$ cat src/rtl/sevenseg_pkg.sv
// Shared constants for the seven-segment BCD driver: glyph patterns, special codes,
// decimal range limits and the converter state type.
package sevenseg_pkg;

  localparam logic [6:0] GLYPH_BLANK = 7'h00;
  localparam logic [6:0] GLYPH_DASH  = 7'h40;

  // Smallest value that no longer fits in N decimal digits, indexed by N.
  localparam logic [31:0] DEC_LIMIT [9] = '{
    32'd1, 32'd10, 32'd100, 32'd1000, 32'd10000, 32'd100000,
    32'd1000000, 32'd10000000, 32'd100000000
  };

  typedef enum logic [1:0] {StIdle, StShift, StCommit} conv_state_e;

  // Segment pattern (g..a, active high) for one digit code.
  function automatic logic [6:0] glyph(input logic [3:0] code);
    logic [6:0] g;
    unique case (code)
      4'h0: g = 7'h3F;
      4'h1: g = 7'h06;
      4'h2: g = 7'h5B;
      4'h3: g = 7'h4F;
      4'h4: g = 7'h66;
      4'h5: g = 7'h6D;
      4'h6: g = 7'h7D;
      4'h7: g = 7'h07;
      4'h8: g = 7'h7F;
      4'h9: g = 7'h6F;
      4'hA: g = 7'h77;
      4'hB: g = 7'h7C;
      4'hC: g = 7'h39;
      4'hD: g = 7'h5E;
      4'hE: g = 7'h79;
      4'hF: g = 7'h71;
    endcase
    return g;
  endfunction

endpackage

$ cat src/rtl/bcd_iter_convert.sv
// Iterative binary-to-digit converter: double dabble one bit per cycle for decimal,
// single-cycle nibble split for hex. start is sampled only while idle.
module bcd_iter_convert
  import sevenseg_pkg::*;
#(
  parameter int unsigned DIGITS = 6,
  parameter int unsigned WIDTH  = 20
) (
  input  logic                  clock,
  input  logic                  reset_n,
  input  logic                  start,
  input  logic [WIDTH-1:0]      value,
  input  logic                  hex,
  output logic                  busy,
  output logic                  done,
  output logic [4*DIGITS-1:0]   digits,
  output logic                  overflow
);

  localparam int unsigned   SW    = WIDTH + 4 * DIGITS;
  localparam int unsigned   CW    = $clog2(WIDTH + 1);
  localparam logic [CW-1:0] LAST  = CW'(WIDTH - 1);
  localparam logic [31:0]   LIMIT = DEC_LIMIT[4'(DIGITS)];

  conv_state_e          state_q;
  logic [SW-1:0]        sr_q;
  logic [SW-1:0]        step;
  logic [SW-1:0]        value_pad;
  logic [CW-1:0]        cnt_q;
  logic                 ovf_pend_q;
  logic                 start_ovf;
  logic                 done_q;
  logic [4*DIGITS-1:0]  digits_q;
  logic                 overflow_q;

  always_comb begin
    value_pad = SW'(value);
    start_ovf = hex ? ((value_pad >> (4 * DIGITS)) != '0) : (32'(value) >= LIMIT);
    // One double-dabble step on the BCD field sitting above the binary field.
    step = sr_q;
    for (int k = 0; k < DIGITS; k++) begin
      if (step[WIDTH+4*k +: 4] >= 4'd5) step[WIDTH+4*k +: 4] = step[WIDTH+4*k +: 4] + 4'd3;
    end
    step = step << 1;
  end

  always_ff @(posedge clock or negedge reset_n) begin
    if (!reset_n) begin
      state_q    <= StIdle;
      sr_q       <= '0;
      cnt_q      <= '0;
      ovf_pend_q <= 1'b0;
      done_q     <= 1'b0;
      digits_q   <= '0;
      overflow_q <= 1'b0;
    end else begin
      done_q <= 1'b0;
      case (state_q)
        StIdle: begin
          if (start) begin
            ovf_pend_q <= start_ovf;
            cnt_q      <= '0;
            if (hex) begin
              sr_q    <= value_pad << WIDTH;
              state_q <= StCommit;
            end else begin
              sr_q    <= value_pad;
              state_q <= StShift;
            end
          end
        end
        StShift: begin
          sr_q  <= step;
          cnt_q <= cnt_q + 1'b1;
          if (cnt_q == LAST) state_q <= StCommit;
        end
        StCommit: begin
          digits_q   <= sr_q[SW-1 -: 4*DIGITS];
          overflow_q <= ovf_pend_q;
          done_q     <= 1'b1;
          state_q    <= StIdle;
        end
        default: state_q <= StIdle;
      endcase
    end
  end

  assign busy     = (state_q != StIdle);
  assign done     = done_q;
  assign digits   = digits_q;
  assign overflow = overflow_q;

endmodule

$ cat src/rtl/sevenseg_bcd_driver.sv
// Multi-digit seven-segment driver: detects a new value, converts it to decimal or hex
// digits and drives registered segment patterns with blanking and overflow dashes.
module sevenseg_bcd_driver
  import sevenseg_pkg::*;
#(
  parameter int unsigned DIGITS     = 6,
  parameter int unsigned WIDTH      = 20,
  parameter bit          ACTIVE_LOW = 1'b1
) (
  input  logic                  clock,
  input  logic                  reset_n,
  input  logic [WIDTH-1:0]      number,
  input  logic [DIGITS-1:0]     seg_en,
  input  logic                  blank_lz,
  input  logic                  hex_mode,
  output logic [7*DIGITS-1:0]   seg_out,
  output logic                  busy,
  output logic                  update,
  output logic                  overflow
);

  localparam logic [6:0] POLARITY = ACTIVE_LOW ? 7'h7F : 7'h00;

  logic [WIDTH:0]        last_pair_q;
  logic                  valid_q;
  logic                  shown_q;
  logic                  start;
  logic                  conv_busy;
  logic                  conv_done;
  logic                  conv_ovf;
  logic [4*DIGITS-1:0]   conv_digits;
  logic [7*DIGITS-1:0]   seg_d;
  logic [7*DIGITS-1:0]   seg_q;
  logic                  update_q;
  logic                  overflow_q;
  logic [3:0]            digit;
  logic [6:0]            pattern;
  logic                  seen_nz;
  logic                  lead_zero;

  // Every capture always commits (only reset aborts, and reset clears valid_q), so the
  // captured pair doubles as the last committed pair.
  assign start = !conv_busy && (!valid_q || ({number, hex_mode} != last_pair_q));

  bcd_iter_convert #(
    .DIGITS (DIGITS),
    .WIDTH  (WIDTH)
  ) u_conv (
    .clock    (clock),
    .reset_n  (reset_n),
    .start    (start),
    .value    (number),
    .hex      (hex_mode),
    .busy     (conv_busy),
    .done     (conv_done),
    .digits   (conv_digits),
    .overflow (conv_ovf)
  );

  always_comb begin
    seg_d     = '0;
    seen_nz   = 1'b0;
    digit     = '0;
    pattern   = GLYPH_BLANK;
    lead_zero = 1'b0;
    for (int k = DIGITS - 1; k >= 0; k--) begin
      digit     = conv_digits[4*k +: 4];
      lead_zero = blank_lz && !seen_nz && (digit == 4'd0) && (k != 0);
      seen_nz   = seen_nz | (digit != 4'd0);
      if (!seg_en[k] || !(shown_q || conv_done)) pattern = GLYPH_BLANK;
      else if (conv_ovf)                         pattern = GLYPH_DASH;
      else if (lead_zero)                        pattern = GLYPH_BLANK;
      else                                       pattern = glyph(digit);
      seg_d[7*k +: 7] = pattern ^ POLARITY;
    end
  end

  always_ff @(posedge clock or negedge reset_n) begin
    if (!reset_n) begin
      last_pair_q <= '0;
      valid_q     <= 1'b0;
      shown_q     <= 1'b0;
      seg_q       <= {DIGITS{POLARITY}};
      update_q    <= 1'b0;
      overflow_q  <= 1'b0;
    end else begin
      if (start) begin
        last_pair_q <= {number, hex_mode};
        valid_q     <= 1'b1;
      end
      shown_q    <= shown_q | conv_done;
      seg_q      <= seg_d;
      update_q   <= conv_done;
      overflow_q <= conv_ovf;
    end
  end

  assign seg_out  = seg_q;
  assign busy     = conv_busy;
  assign update   = update_q;
  assign overflow = overflow_q;

endmodule

$ cat config.mk
export PLATFORM = sky130hd
export DESIGN_NAME = sevenseg_bcd_driver
export DESIGN_NICKNAME = d
export VERILOG_FILES = /design/src/rtl/sevenseg_pkg.sv /design/src/rtl/bcd_iter_convert.sv /design/src/rtl/sevenseg_bcd_driver.sv
export SDC_FILE = /design/constraint.sdc
export NUM_CORES = 1
export LEC_CHECK = 0
export CAP_MARGIN = 10
export CORE_AREA = 2 2 121 123
export CTS_CLUSTER_SIZE = 16
export DETAILED_ROUTE_END_ITERATION = 8
export DIE_AREA = 0 0 123 125
export GPL_TIMING_DRIVEN = 0
export PLACE_DENSITY = 0.8
export SLEW_MARGIN = 20
export SYNTH_ARGS = -nofsm -noshare
export SYNTH_HDL_FRONTEND = slang
export SYNTH_SLANG_ARGS = --single-unit
$ cat constraint.sdc
create_clock -name clock -period 2.8 [get_ports clock]
set_input_delay 0.7 -clock clock [delete_from_list [all_inputs] [get_ports clock]]
set_output_delay 0.7 -clock clock [all_outputs]
set_load 0.03 [all_outputs]
==> summary.txt, run 1 <==
Synthesis
  • Most used DFF post-synth: dfrtp_1
  • Synth Area in Simple Gates: 0.138
  • Mux cell area share after synthesis: 0.117
  • Sequential area share after synthesis: 0.458
  • Mapped Area: 8030 um2
  • Synth Area in Compound Gates: 0.134
  • Mapped Nets: 841
  • Avg Cell Area, Syn: 10.5 um2
  • Flops & latches, synth: 145
  • XOR/XNOR share of the synthesized area: 0.0360
  • Largest family of logic cells by synthesized area: simple AND/OR/NAND/NOR gates
  • EDFF count, synth: 0
  • YS warnings: 0
  • FFs w/ async S/R, synth: 1.00
  • Synth cell types: 56
  • Adder-Cell Fraction of Synth Area: 0.0748
  • Cells after synthesis: 763

Placed design
  • Buffers added on ports: 73
  • Post-DP Area: 9030 um2
  • Placed Cells: 1021
  • DP HPWL: 13500 um
  • Gpl congestion: 0.882

Cells and area
  • Leading cell type in the layout, fill and taps excluded: dfrtp_1
  • Total Nets Final: 934
  • Area grow syn2layout: 20.3%
  • Layout cell share with drive strength beyond 1: 0.194
  • Final Instance Count excl. Fillers: 1053
  • Fillers: 1022
  • Antenna diodes: 0
  • Most frequent cells in the layout: 103 x dfrtp_1, 92 x nand2_1, 71 x clkdlybuf4s50_1, 64 x mux2_2, 56 x o21ai_0
  • Design area: 9660 um2

STA
  • Final hold viol count: 0
  • Unrepaired setup endpoints after global routing: no
  • Tcrit/Tclk final: 0.975
  • Worst slew margin: 0.562
  • Minimum clock period after layout: 2.73 ns
  • Finish-stage setup viols: 0
  • Fmax: 366 MHz
  • Final setup TNS: 0 ns
  • Worst Tran Pin Value: 0.657 ns
  • Clock skew: 0.00718 ns
  • Final Slew Violations: 0

Critical path
  • WP data required: 3.11 ns
  • Worst path depth: 8
  • Kind of critical path: input port to register
  • Critical path endpoint: u_conv.sr_q[22]
  • CP Buf/Inv Count: 3
  • CP Capture Type: register
  • WP data arrival: 3.03 ns
  • Max incr delay on CP: 0.56 ns
  • Slowest-stage cell, CP: clkdlybuf4s50_1
  • Maximum net fanout on the critical path: 10
  • FF-to-FF Start: u_conv.state_q[0]
  • Cell family with most CP delay: buffers and inverters
  • R2r worst-path depth: 6
  • Crit-path cells: clkdlybuf4s50_1 > xnor2_1 > nand4_1 > nor2_4 > a31oi_1 > buf_2 > buf_2 > mux2_2
  • Setup slack, reg-to-reg: 0.45 ns
  • Start point of the critical path: number[7]
  • CP Launch Type: input port
  • Most numerous cell on the critical path: buf_2
  • RR Endpoint: u_conv.sr_q[39]

Global routing
  • Total track usage: 0.259
  • Largest net degree at the start of global routing: 78
  • Vias in the first global route: 6483
  • First-pass GRT wire length: 31300 um
  • Antenna violations before repair: 0
  • GRT overflow: 0

CTS
  • Clock tree buffer depth: 2
  • Later-pin clock latency in the skew report: 0.42 ns
  • H-tree levels: 4
  • Clock transition at the registers of the reported paths: 0.06 ns
  • Clock sinks: 145
  • Cts hold-fix bufs: 0
  • CTS tree: built
  • Root Driver: clkbuf_16
  • CTS Buf Count: 17

Detailed routing
  • Via-to-Cell Ratio: 6.01
  • Via count: 6325
  • Post-detailed-route count of antenna-violating nets: 0
  • Pre-antenna DRT Iters: 6
  • Post-Route WL: 19000 um
  • Wire per inst: 18.0 um
  • Residual DRC: 0
  • DRT iter0 DRCs: 608

Floorplan
  • Die Span Y: 125 um
  • Core Footprint: 14200 um2
  • Die Span X: 123 um
  • Row Count: 44
  • Initial core utilization: 0.566
  • # IOs: 75
  • Full die area: 15400 um2

Min path
  • Worst hold path type: input port to asynchronous set/reset pin

Job
  • Max cap viols: 0

Power
  • Peak supply drop: 0.636 mV
  • Static Leak: 4.08 nW
  • Pwr per Cell Area: 1210 nW/um2

Outcome
  • Status: finished, final reports clean
## cells by family (layout without fill, tap and decap cells)
family	count (synthesis)	after routing
and+or+nand+nor	216	216
AOI/OAI and AO/OA	163	163
DFF	145	145
xor gates and xnor gates	30	30
muxes	81	81
buffers and inverters	80	186
adders and majority gates	48	48
## routing by layer
| layer | part of all wire | global-route usage | wire [um] |
|---|---|---|---|
| met5 | 0 | 0 | 0 |
| met3 | 0.058 | 0.0502 | 1100 |
| met4 | 0.031 | 0.130 | 584 |
| met1 | 0.41 | 0.320 | 7740 |
| met2 | 0.50 | 0.429 | 9580 |
## where the power goes
group          switching (mW)  total (mW)  internal (mW)
Sequential              0.671        3.85           3.18
Clock                   0.856        2.33           1.47
Combinational            3.09        5.54           2.45
Total                    4.62        11.7           7.10
## stage by stage
| step | power (mW) | hold WS, ns | setup slack [ns] | utilization |
|---|---|---|---|---|
| global route | 12.4 | 0.258 | 0.0232 | 0.680 |
| CTS | 11.7 | 0.234 | 0.000891 | 0.680 |
| global placement | 8.99 | 0.371 | -4.37 | 0.633 |
| floorplan | 7.67 | 0.347 | 0.439 | - |
| detailed placement | 9.30 | 0.374 | -0.478 | 0.636 |
| finish | 11.7 | 0.224 | 0.0709 | 0.680 |
## flip-flops by register name, summed over array words and instances, names as in the netlist, 2 cells and up
signal          count
u_conv.sr_q        44
seg_out            42
u_conv.digits      24
last_pair_q        21
u_conv.cnt_q        5
u_conv.state_q      2
## synth_stat cells, types with 9 or more instances
| cell type | count | area, um2 |
|---|---|---|
| a21oi_1 | 17 | 85.1 |
| clkbuf_1 | 37 | 139 |
| dfrtp_1 | 103 | 2580 |
| dfstp_2 | 42 | 1100 |
| ha_1 | 48 | 601 |
| inv_1 | 36 | 135 |
| mux2_2 | 64 | 721 |
| nand2_1 | 92 | 345 |
| nand2b_1 | 17 | 106 |
| nand3_1 | 24 | 120 |
| nand3b_1 | 9 | 67.6 |
| nor2_1 | 17 | 63.8 |
| nor3b_1 | 9 | 67.6 |
| o211ai_1 | 33 | 248 |
| o21ai_0 | 56 | 280 |
| o311ai_0 | 18 | 158 |
| xnor2_1 | 25 | 219 |
## how the worst min path moves through the flow
| stage | from | depth (start not counted) | to | slack, ns |
|---|---|---|---|---|
| 3_3_place_gp | u_conv.done | 0 | update | 0.37 |
| 3_5_place_dp | u_conv.done | 0 | update | 0.37 |
| 2_1_floorplan | u_conv.done | 0 | update | 0.35 |
| 6_report | reset_n | 1 | overflow | 0.22 |
| 4_1_cts | reset_n | 1 | shown_q | 0.23 |
| 5_1_grt | reset_n | 1 | overflow | 0.26 |
## layout make-up
type | instances | area (um2) | share of cell area
clock inverter | 7 | 65.1 | 0.00673
multi-input combinational | 538 | 4020 | 0.416
timing repair buffer | 75 | 773 | 0.0800
sequential | 145 | 3680 | 0.381
buffer | 43 | 198 | 0.0205
inverter | 36 | 135 | 0.0140
clock buffer | 25 | 559 | 0.0579
tap | 184 | 230 | 0.0238
## what timing repair did
item / CTS / global route
resized for setup: 0 / 2
endpoints found under the setup margin: 8 / 33
pin swaps: 1 / 1
buffers inserted: 0 / 1
No activity file was read; power rests on OpenSTA's default activity.
==> run 2: changes to the inputs <==
--- a/config.mk
+++ b/config.mk
@@ -5,6 +5,7 @@
 export SDC_FILE = /design/constraint.sdc
 export NUM_CORES = 1
 export LEC_CHECK = 0
+export ABC_AREA = 0
 export CAP_MARGIN = 10
 export CORE_AREA = 2 2 121 123
 export CTS_CLUSTER_SIZE = 16
==> results of run 2 <==
No change in the layout: final DEF, timing and power equal those of run 1.
